`src/rtl/fifo_stream_averager_pkg.sv`:
```
// Shared types and constants for the FIFO stream averager: FSM state encoding,
// accumulator width and the round-half-up constant.
package avg_pkg;

    typedef enum logic [1:0] {
        ST_ACCUM = 2'd0,
        ST_ROUND = 2'd1,
        ST_HOLD  = 2'd2
    } avg_state_e;

    // Summing 2^log2_n samples of width bits never needs more than width+log2_n bits.
    function automatic int sum_width(input int width, input int log2_n);
        return width + log2_n;
    endfunction

    // Half of one LSB after the final shift; zero when no division takes place.
    function automatic int round_const(input int log2_n);
        if (log2_n > 0) begin
            return 1 << (log2_n - 1);
        end else begin
            return 0;
        end
    endfunction

endpackage

```
`src/rtl/avg_round_shift.sv`:
```
// Combinational divide-by-2^LOG2_N with round-half-up and saturation to the
// sample width.
module avg_round_shift
    import avg_pkg::*;
#(
    parameter int WIDTH  = 8,
    parameter int LOG2_N = 3
) (
    input  logic [sum_width(WIDTH, LOG2_N)-1:0] sum,
    output logic [WIDTH-1:0]                    avg
);

    localparam int          SW = sum_width(WIDTH, LOG2_N);
    localparam logic [SW:0] RC = (SW+1)'(round_const(LOG2_N));

    logic [SW:0] rounded;
    logic [SW:0] shifted;

    // One spare bit keeps the carry from the rounding add; if it survives the
    // shift the true average is 2^WIDTH and is clamped to all ones.
    always_comb begin
        rounded = {1'b0, sum} + RC;
        shifted = rounded >> LOG2_N;
        if (|shifted[SW:WIDTH]) begin
            avg = '1;
        end else begin
            avg = shifted[WIDTH-1:0];
        end
    end

endmodule

```
`src/rtl/fifo_stream_averager.sv`:
```
// Drains a FIFO, averages blocks of 2^LOG2_N samples and presents each rounded
// average on a valid/ack output held until accepted.
module fifo_stream_averager
    import avg_pkg::*;
#(
    parameter int WIDTH  = 8,
    parameter int LOG2_N = 3
) (
    input  logic             CLK,
    input  logic             RESET_N,
    input  logic             ENABLE,
    input  logic             CLEAR,
    input  logic             FIFO_READY,
    input  logic [WIDTH-1:0] FIFO_DATA,
    output logic             FIFO_ACK,
    output logic             AVG_VALID,
    output logic [WIDTH-1:0] AVG_DATA,
    input  logic             AVG_ACK,
    output logic             BUSY,
    output avg_state_e       STATE_DBG
);

    // Handshakes: FIFO side pops the head on any edge where FIFO_ACK=1 (only
    // offered while FIFO_READY=1); output side transfers on any edge where
    // AVG_VALID=1 and AVG_ACK=1, with AVG_DATA stable while AVG_VALID=1.

    localparam int                SW   = sum_width(WIDTH, LOG2_N);
    localparam int                CW   = (LOG2_N > 0) ? LOG2_N : 1;
    localparam int                N    = 1 << LOG2_N;
    localparam logic [CW-1:0]     LAST = CW'(N - 1);

    avg_state_e       state;
    avg_state_e       state_next;
    logic [SW-1:0]    sum;
    logic [CW-1:0]    count;
    logic [WIDTH-1:0] rounded_avg;
    logic             fifo_ack;
    logic             last_sample;

    avg_round_shift #(
        .WIDTH (WIDTH),
        .LOG2_N(LOG2_N)
    ) u_round (
        .sum(sum),
        .avg(rounded_avg)
    );

    assign last_sample = (count == LAST);

    always_comb begin
        state_next = state;
        fifo_ack   = 1'b0;
        case (state)
            ST_ACCUM: begin
                fifo_ack = ENABLE & FIFO_READY & ~CLEAR & RESET_N;
                if (fifo_ack && last_sample) begin
                    state_next = ST_ROUND;
                end
            end
            ST_ROUND: begin
                state_next = ST_HOLD;
            end
            ST_HOLD: begin
                if (AVG_ACK) begin
                    state_next = ST_ACCUM;
                end
            end
            default: begin
                state_next = ST_ACCUM;
            end
        endcase
    end

    always_ff @(posedge CLK) begin
        if (!RESET_N || CLEAR) begin
            state <= ST_ACCUM;
        end else begin
            state <= state_next;
        end
    end

    // Datapath follows the registered state; ROUND lasts exactly one cycle.
    always_ff @(posedge CLK) begin
        if (!RESET_N || CLEAR) begin
            sum       <= '0;
            count     <= '0;
            AVG_VALID <= 1'b0;
            AVG_DATA  <= '0;
        end else begin
            case (state)
                ST_ACCUM: begin
                    if (fifo_ack) begin
                        sum <= sum + SW'(FIFO_DATA);
                        if (last_sample) begin
                            count <= '0;
                        end else begin
                            count <= count + 1'b1;
                        end
                    end
                end
                ST_ROUND: begin
                    AVG_DATA  <= rounded_avg;
                    AVG_VALID <= 1'b1;
                    sum       <= '0;
                end
                ST_HOLD: begin
                    if (AVG_ACK) begin
                        AVG_VALID <= 1'b0;
                    end
                end
                default: begin
                    AVG_VALID <= 1'b0;
                end
            endcase
        end
    end

    assign FIFO_ACK  = fifo_ack;
    assign BUSY      = (count != '0) | (state != ST_ACCUM);
    assign STATE_DBG = state;

endmodule

```
`config.mk`:
```
export PLATFORM = sky130hd
export DESIGN_NAME = fifo_stream_averager
export DESIGN_NICKNAME = d
export VERILOG_FILES = /design/src/rtl/fifo_stream_averager_pkg.sv /design/src/rtl/avg_round_shift.sv /design/src/rtl/fifo_stream_averager.sv
export SDC_FILE = /design/constraint.sdc
export NUM_CORES = 1
export LEC_CHECK = 0
export CELL_PAD_IN_SITES_DETAIL_PLACEMENT = 1
export CELL_PAD_IN_SITES_GLOBAL_PLACEMENT = 2
export CORE_UTILIZATION = 28
export CTS_CLUSTER_DIAMETER = 200
export DETAILED_ROUTE_END_ITERATION = 10
export PLACE_DENSITY_LB_ADDON = 0.1
export REMOVE_ABC_BUFFERS = 1
export SYNTH_ARGS = -nofsm -noshare
export SYNTH_HDL_FRONTEND = slang
export SYNTH_HIERARCHICAL = 1
export SYNTH_SLANG_ARGS = --single-unit
export TNS_END_PERCENT = 10
```
`constraint.sdc`:
```
create_clock -name CLK -period 1.85 [get_ports CLK]
set_input_delay 0.185 -clock CLK [delete_from_list [all_inputs] [get_ports CLK]]
set_output_delay 0.185 -clock CLK [all_outputs]
set_load 0.05 [all_outputs]
```
[Word level (Yosys, flattened, before mapping)]
Cells that the tools add are included.
Word-level totals
  bits in registers: 25
  input bits: 14
  output and inout port bits: 13
  logic and storage cells: 41
Cells by class
  add/subtract/negate cells: 3
  equal/unequal tests: 6
  multiplexer cells: 10
  bitwise logic cells: 6
  reductions and logical operators: 11
Operators with widths (number)
  $pmux 11 s2: 1
  $add 11x3->12 const B: 1
  $add 11x8->11: 1
  $mux 11: 1
  $mux 8: 1
  $reduce_and 2->1: 4
  $ne 2x2->1 const B: 3
  $pmux 2 s3: 1
  $mux 2: 2
  $reduce_bool 2->1: 2
  $add 3x1->3 const B: 1
  $and 1x1->1: 3
  $eq 3x3->1 const B: 1
  $mux 3: 1
  $pmux 1 s3: 1
  $reduce_bool 3->1: 1
  $eq 2x1->1 const B: 1
  $eq 2x2->1 const B: 1
  $logic_not 2->1: 1
  $mux 1: 2
  $not 1->1: 2
  $logic_and 1x1->1: 1
  $logic_not 1->1: 1
  $logic_or 1x1->1: 1
  $or 1x1->1: 1

[Depth between registers and ports, before layout]
  word-level depth: 6
  depth in mapped cells: 7
  mapped depth without buffers: 7

[Modules after synthesis]
Netlist, hierarchy kept.
Modules (own cells, without submodules)
  fifo_stream_averager: times used 1, cells each 158, area each 1373.8 µm², sequential area each 500.5 µm²
  avg_round_shift: times used 1, cells each 28, area each 198.9 µm², sequential area each 0.0 µm²

[Least setup slack after synthesis]
Ideal clock, no wire load.
  path type: flip-flop to flip-flop
  start: register sum[0]
  end: register sum[10]
  setup time: 135 ps
  arrival time: 1612 ps
  required time: 1715 ps
  slack: 103 ps
  cell stages (with the launch flop): 8
  buffers on the path: 0
  period minus slack after synthesis: 1747 ps
  path through: dfxtp_1 ha_1 fa_1 a211oi_1 o21ai_1 nand4_1 xor2_1 nor3_1
On the way
  word-level cells in the longest chain between the ends: 3
RTL lines
  start, declared: line fifo_stream_averager.sv:34  | logic [SW-1:0] sum;
  start signal, assigned: line fifo_stream_averager.sv:93  | sum <= sum + SW'(FIFO_DATA);
  $add 11x8->11: line fifo_stream_averager.sv:93
  $mux 11: line fifo_stream_averager.sv:92  | if (fifo_ack) begin
  $pmux 11 s2: line fifo_stream_averager.sv:90  | case (state)
No other way between the ends. The select of a mux whose other input is x is not followed.
A chain may end at the register's enable or synchronous reset.

[Worst setup path in the final report]
  start: register count[0]
  end: output BUSY
On the way
  word-level cells in the longest chain between the ends: 2
RTL lines
  start, declared: line fifo_stream_averager.sv:35  | logic [CW-1:0] count;
  start signal, assigned: line fifo_stream_averager.sv:97  | count <= count + 1'b1;
  $reduce_bool 3->1: line fifo_stream_averager.sv:119  | assign BUSY = (count != '0) | (state != ST_ACCUM);
  $or 1x1->1: line fifo_stream_averager.sv:119
  end, declared: line fifo_stream_averager.sv:19  | output logic BUSY,
No other way between the ends.

==> results.yml <==
status:
  status: "finished, final reports clean"
timing:
  rsz0062_at_grt: "yes"
  max_clock_freq_mhz: 553
  worst-slew-pin-transition_ns: 0.501
  final-setup-viol-count: 0
  relSlewSlack: 0.665
  worst_clock_skew_ns: 0.00157
  post_route_setup_tns_ns: 0
  fin_ws_ns: 0.0419
  drv_slew: 0
  finalCritPeriodShare: 0.977
  min_period_ns: 1.81
  hold_vio_cnt_final: 0
worst_hold_path:
  hold_path_class: "input pin to register"
  whs_path_depth: 4
yosys:
  synth_async_sr_flop_share: 0
  ys_seq_elements: 25
  synth.lib_cells_used.distinct: 45
  syn-instance-count: 186
  syn_avg_cell_area_um2: 8.46
  synth_area_in_simple_gates: 0.271
  netlist_area_um2: 1570
  post_synth_main_area_contributors: "sky130_fd_sc_hd__dfxtp_1, sky130_fd_sc_hd__ha_1, sky130_fd_sc_hd__nand2_1"
  synth.cells.most_frequent: "sky130_fd_sc_hd__nand2_1, sky130_fd_sc_hd__dfxtp_1, sky130_fd_sc_hd__a21oi_1"
  yosys.area_share.xor_xnor: 0.0501
  yosys.area.top_type_share: 0.318
  yosysWarningCount: 6
  muxShareOfSynthArea: 0.0430
  synthMostInstantiatedCell: "sky130_fd_sc_hd__nand2_1"
  synth_top_family_by_area: "simple AND/OR/NAND/NOR gates"
  post-synth-top-area-cell: "sky130_fd_sc_hd__dfxtp_1"
  yosys_most_used_dff: "sky130_fd_sc_hd__dfxtp_1"
  synth-seq-area-share: 0.318
  synth_fa_ha_area_frac: 0.108
  synth_enable_flop_cells: 0
  synth-compound-area-share: 0.169
floorplanning:
  num_rows: 26
  die-area_um2: 5920
  floorplan.initialDensity: 0.298
  design.core.area_um2: 5270
  ios: 27
  die_width_um: 76.9
  die_height_um: 76.9
global_route:
  grt_overflow: 0
  antenna_found_initial: 0
  first_global_vias: 1548
  wire_length_of_the_first_global_routing_pass_mm: 7.60
  grt_start_max_net_pins: 15
  gr-usage-all-layers: 0.162
place:
  place.detailed.hpwl_mm: 3.51
  dp_cells: 301
  place_ws_ns: -0.333
  gp_congestion: 0.811
  buffer_ports.inserted: 26
drt:
  vias_per_inst: 4.92
  postRouteWirelength_mm: 4.41
  drc_errors: 0
  drt-pass1-iter-count: 4
  route.detailed.wl_per_inst_um: 14.4
  first_iter_violations: 76
  vias: 1501
  number_of_nets_with_antenna_violations_after_detailed_routing: 0
clock_tree:
  tritoncts: "yes"
  clock_latency_late_sink_ns: 0.27
  h-tree-depth: 1
  cts_setup_buffers: 0
  clk_path_buf_depth: 2
  clk_pin_slew_worst_paths_ns: 0.10
  cts_inserted_buffers: 3
  hold_buffers: 0
  cts_num_sinks: 25
  ctsRootBufferMaster: "sky130_fd_sc_hd__clkbuf_8"
setup_path:
  r2r.worst_path.cells: 7
  crit_required_ns: 1.66
  cp-start-kind: "register"
  worst-path-max-fanout: 4
  timing.setup.critical_path_class: "register to output port"
  arrival_time_at_the_worst_endpoint_ns: 1.62
  timing.critical_path.to_type: "output port"
cells_and_area:
  antenna_cells: 0
  syn2layout_area_growth_pct: 37.2
  final_layout_size_suffix_gt1_frac: 0.209
  finalNonFillerCells: 305
  fin_nets: 263
pwr:
  p_leak_uw: 0.000895
  pwr_density_cell_nw_per_um2: 480
  vdd_ir_drop_max_mv: 0.232
  design_power_total_uw: 1040
run:
  max_cap_violation_count: 0
[stage by stage]
| step | hold WS (ns) | cell area (um2) | utilization |
|---|---|---|---|
| after floorplan | 0.373 | 1530 | - |
| after global placement | 0.444 | 2080 | 0.394 |
| after detailed placement | 0.455 | 2080 | 0.394 |
| after CTS | 0.470 | 2140 | 0.405 |
| after global routing | 0.488 | 2160 | 0.409 |
| final | 0.462 | 2160 | 0.409 |
[critical path, cell delays in order (launching register included)]
cell                      delay, ns
sky130_fd_sc_hd__dfxtp_2       0.35
sky130_fd_sc_hd__inv_1         0.07
sky130_fd_sc_hd__ha_1          0.15
sky130_fd_sc_hd__or4b_2        0.60
sky130_fd_sc_hd__buf_6         0.18
[state kept, by name, indices dropped and copies added (netlist names)]
signal / cells
count: 3
sum: 11
AVG_DATA: 8
STATE_DBG: 2
AVG_VALID: 1
[cell type report]
| type | instances | area (um2) |
|---|---|---|
| clock buffers | 3 | 41.3 |
| clock inverters | 1 | 5.00 |
| fillers | 649 | 3110 |
| inverters | 5 | 23.8 |
| multi-input cells | 150 | 1030 |
| flip-flops and latches | 25 | 503 |
| well taps | 70 | 87.6 |
| repair buffers | 51 | 464 |
[power by group]
group / internal, uW / leakage, uW / total (uW) / switching [uW]
Combinational: 75.5 / 0.000667 / 147 / 71.5
Sequential: 541 / 0.000203 / 544 / 2.85
Clock: 151 / 0.0000255 / 345 / 194
Total: 768 / 0.000895 / 1040 / 268
[cells in the final DEF, fill, tap and decap left out, types with 5 or more instances in the layout]
cell	n
sky130_fd_sc_hd__nand2_1	30
sky130_fd_sc_hd__buf_4	25
sky130_fd_sc_hd__dfxtp_1	23
sky130_fd_sc_hd__clkdlybuf4s50_1	22
sky130_fd_sc_hd__a21oi_1	20
sky130_fd_sc_hd__nand3_1	13
sky130_fd_sc_hd__ha_1	12
sky130_fd_sc_hd__o21ai_0	10
sky130_fd_sc_hd__nor2_1	8
sky130_fd_sc_hd__xor2_1	5
[metal layers]
metal | vias to the layer above | share of wire | global-route usage
met5 | - | 0 | 0
li1 | 757 | - | -
met4 | 0 | 0.0054 | 0.0462
met2 | 14 | 0.48 | 0.269
met1 | 728 | 0.49 | 0.218
met3 | 2 | 0.020 | 0.0226
[final timing paths]
check | to | slack, ns | from
setup / recovery | BUSY | 0.04 | count[0]$_SDFFE_PP0P_
hold / removal | sum[1]$_SDFFE_PP0P_ | 0.46 | FIFO_DATA[1]
setup reg to reg | sum[9]$_SDFFE_PP0P_ | 0.10 | sum[0]$_SDFFE_PP0P_
hold reg to reg | AVG_DATA[7]$_SDFFE_PP0P_ | 0.46 | AVG_DATA[7]$_SDFFE_PP0P_
[cell families (layout without fill, tap and decap cells)]
kind of cell / count (synthesis) / count (layout)
flops: 25 / 25
fa+ha+maj: 13 / 13
buf+inv: 11 / 60
xor+xnor: 9 / 9
simple gates: 79 / 79
compound gates: 43 / 43
mux: 6 / 6
[timing repair]
item,4_1_cts,5_1_grt
gates cloned,0,0
pin swaps,0,4
setup endpoints to repair,4,7
resized for setup,3,7
(Power assumes the default switching activity.)
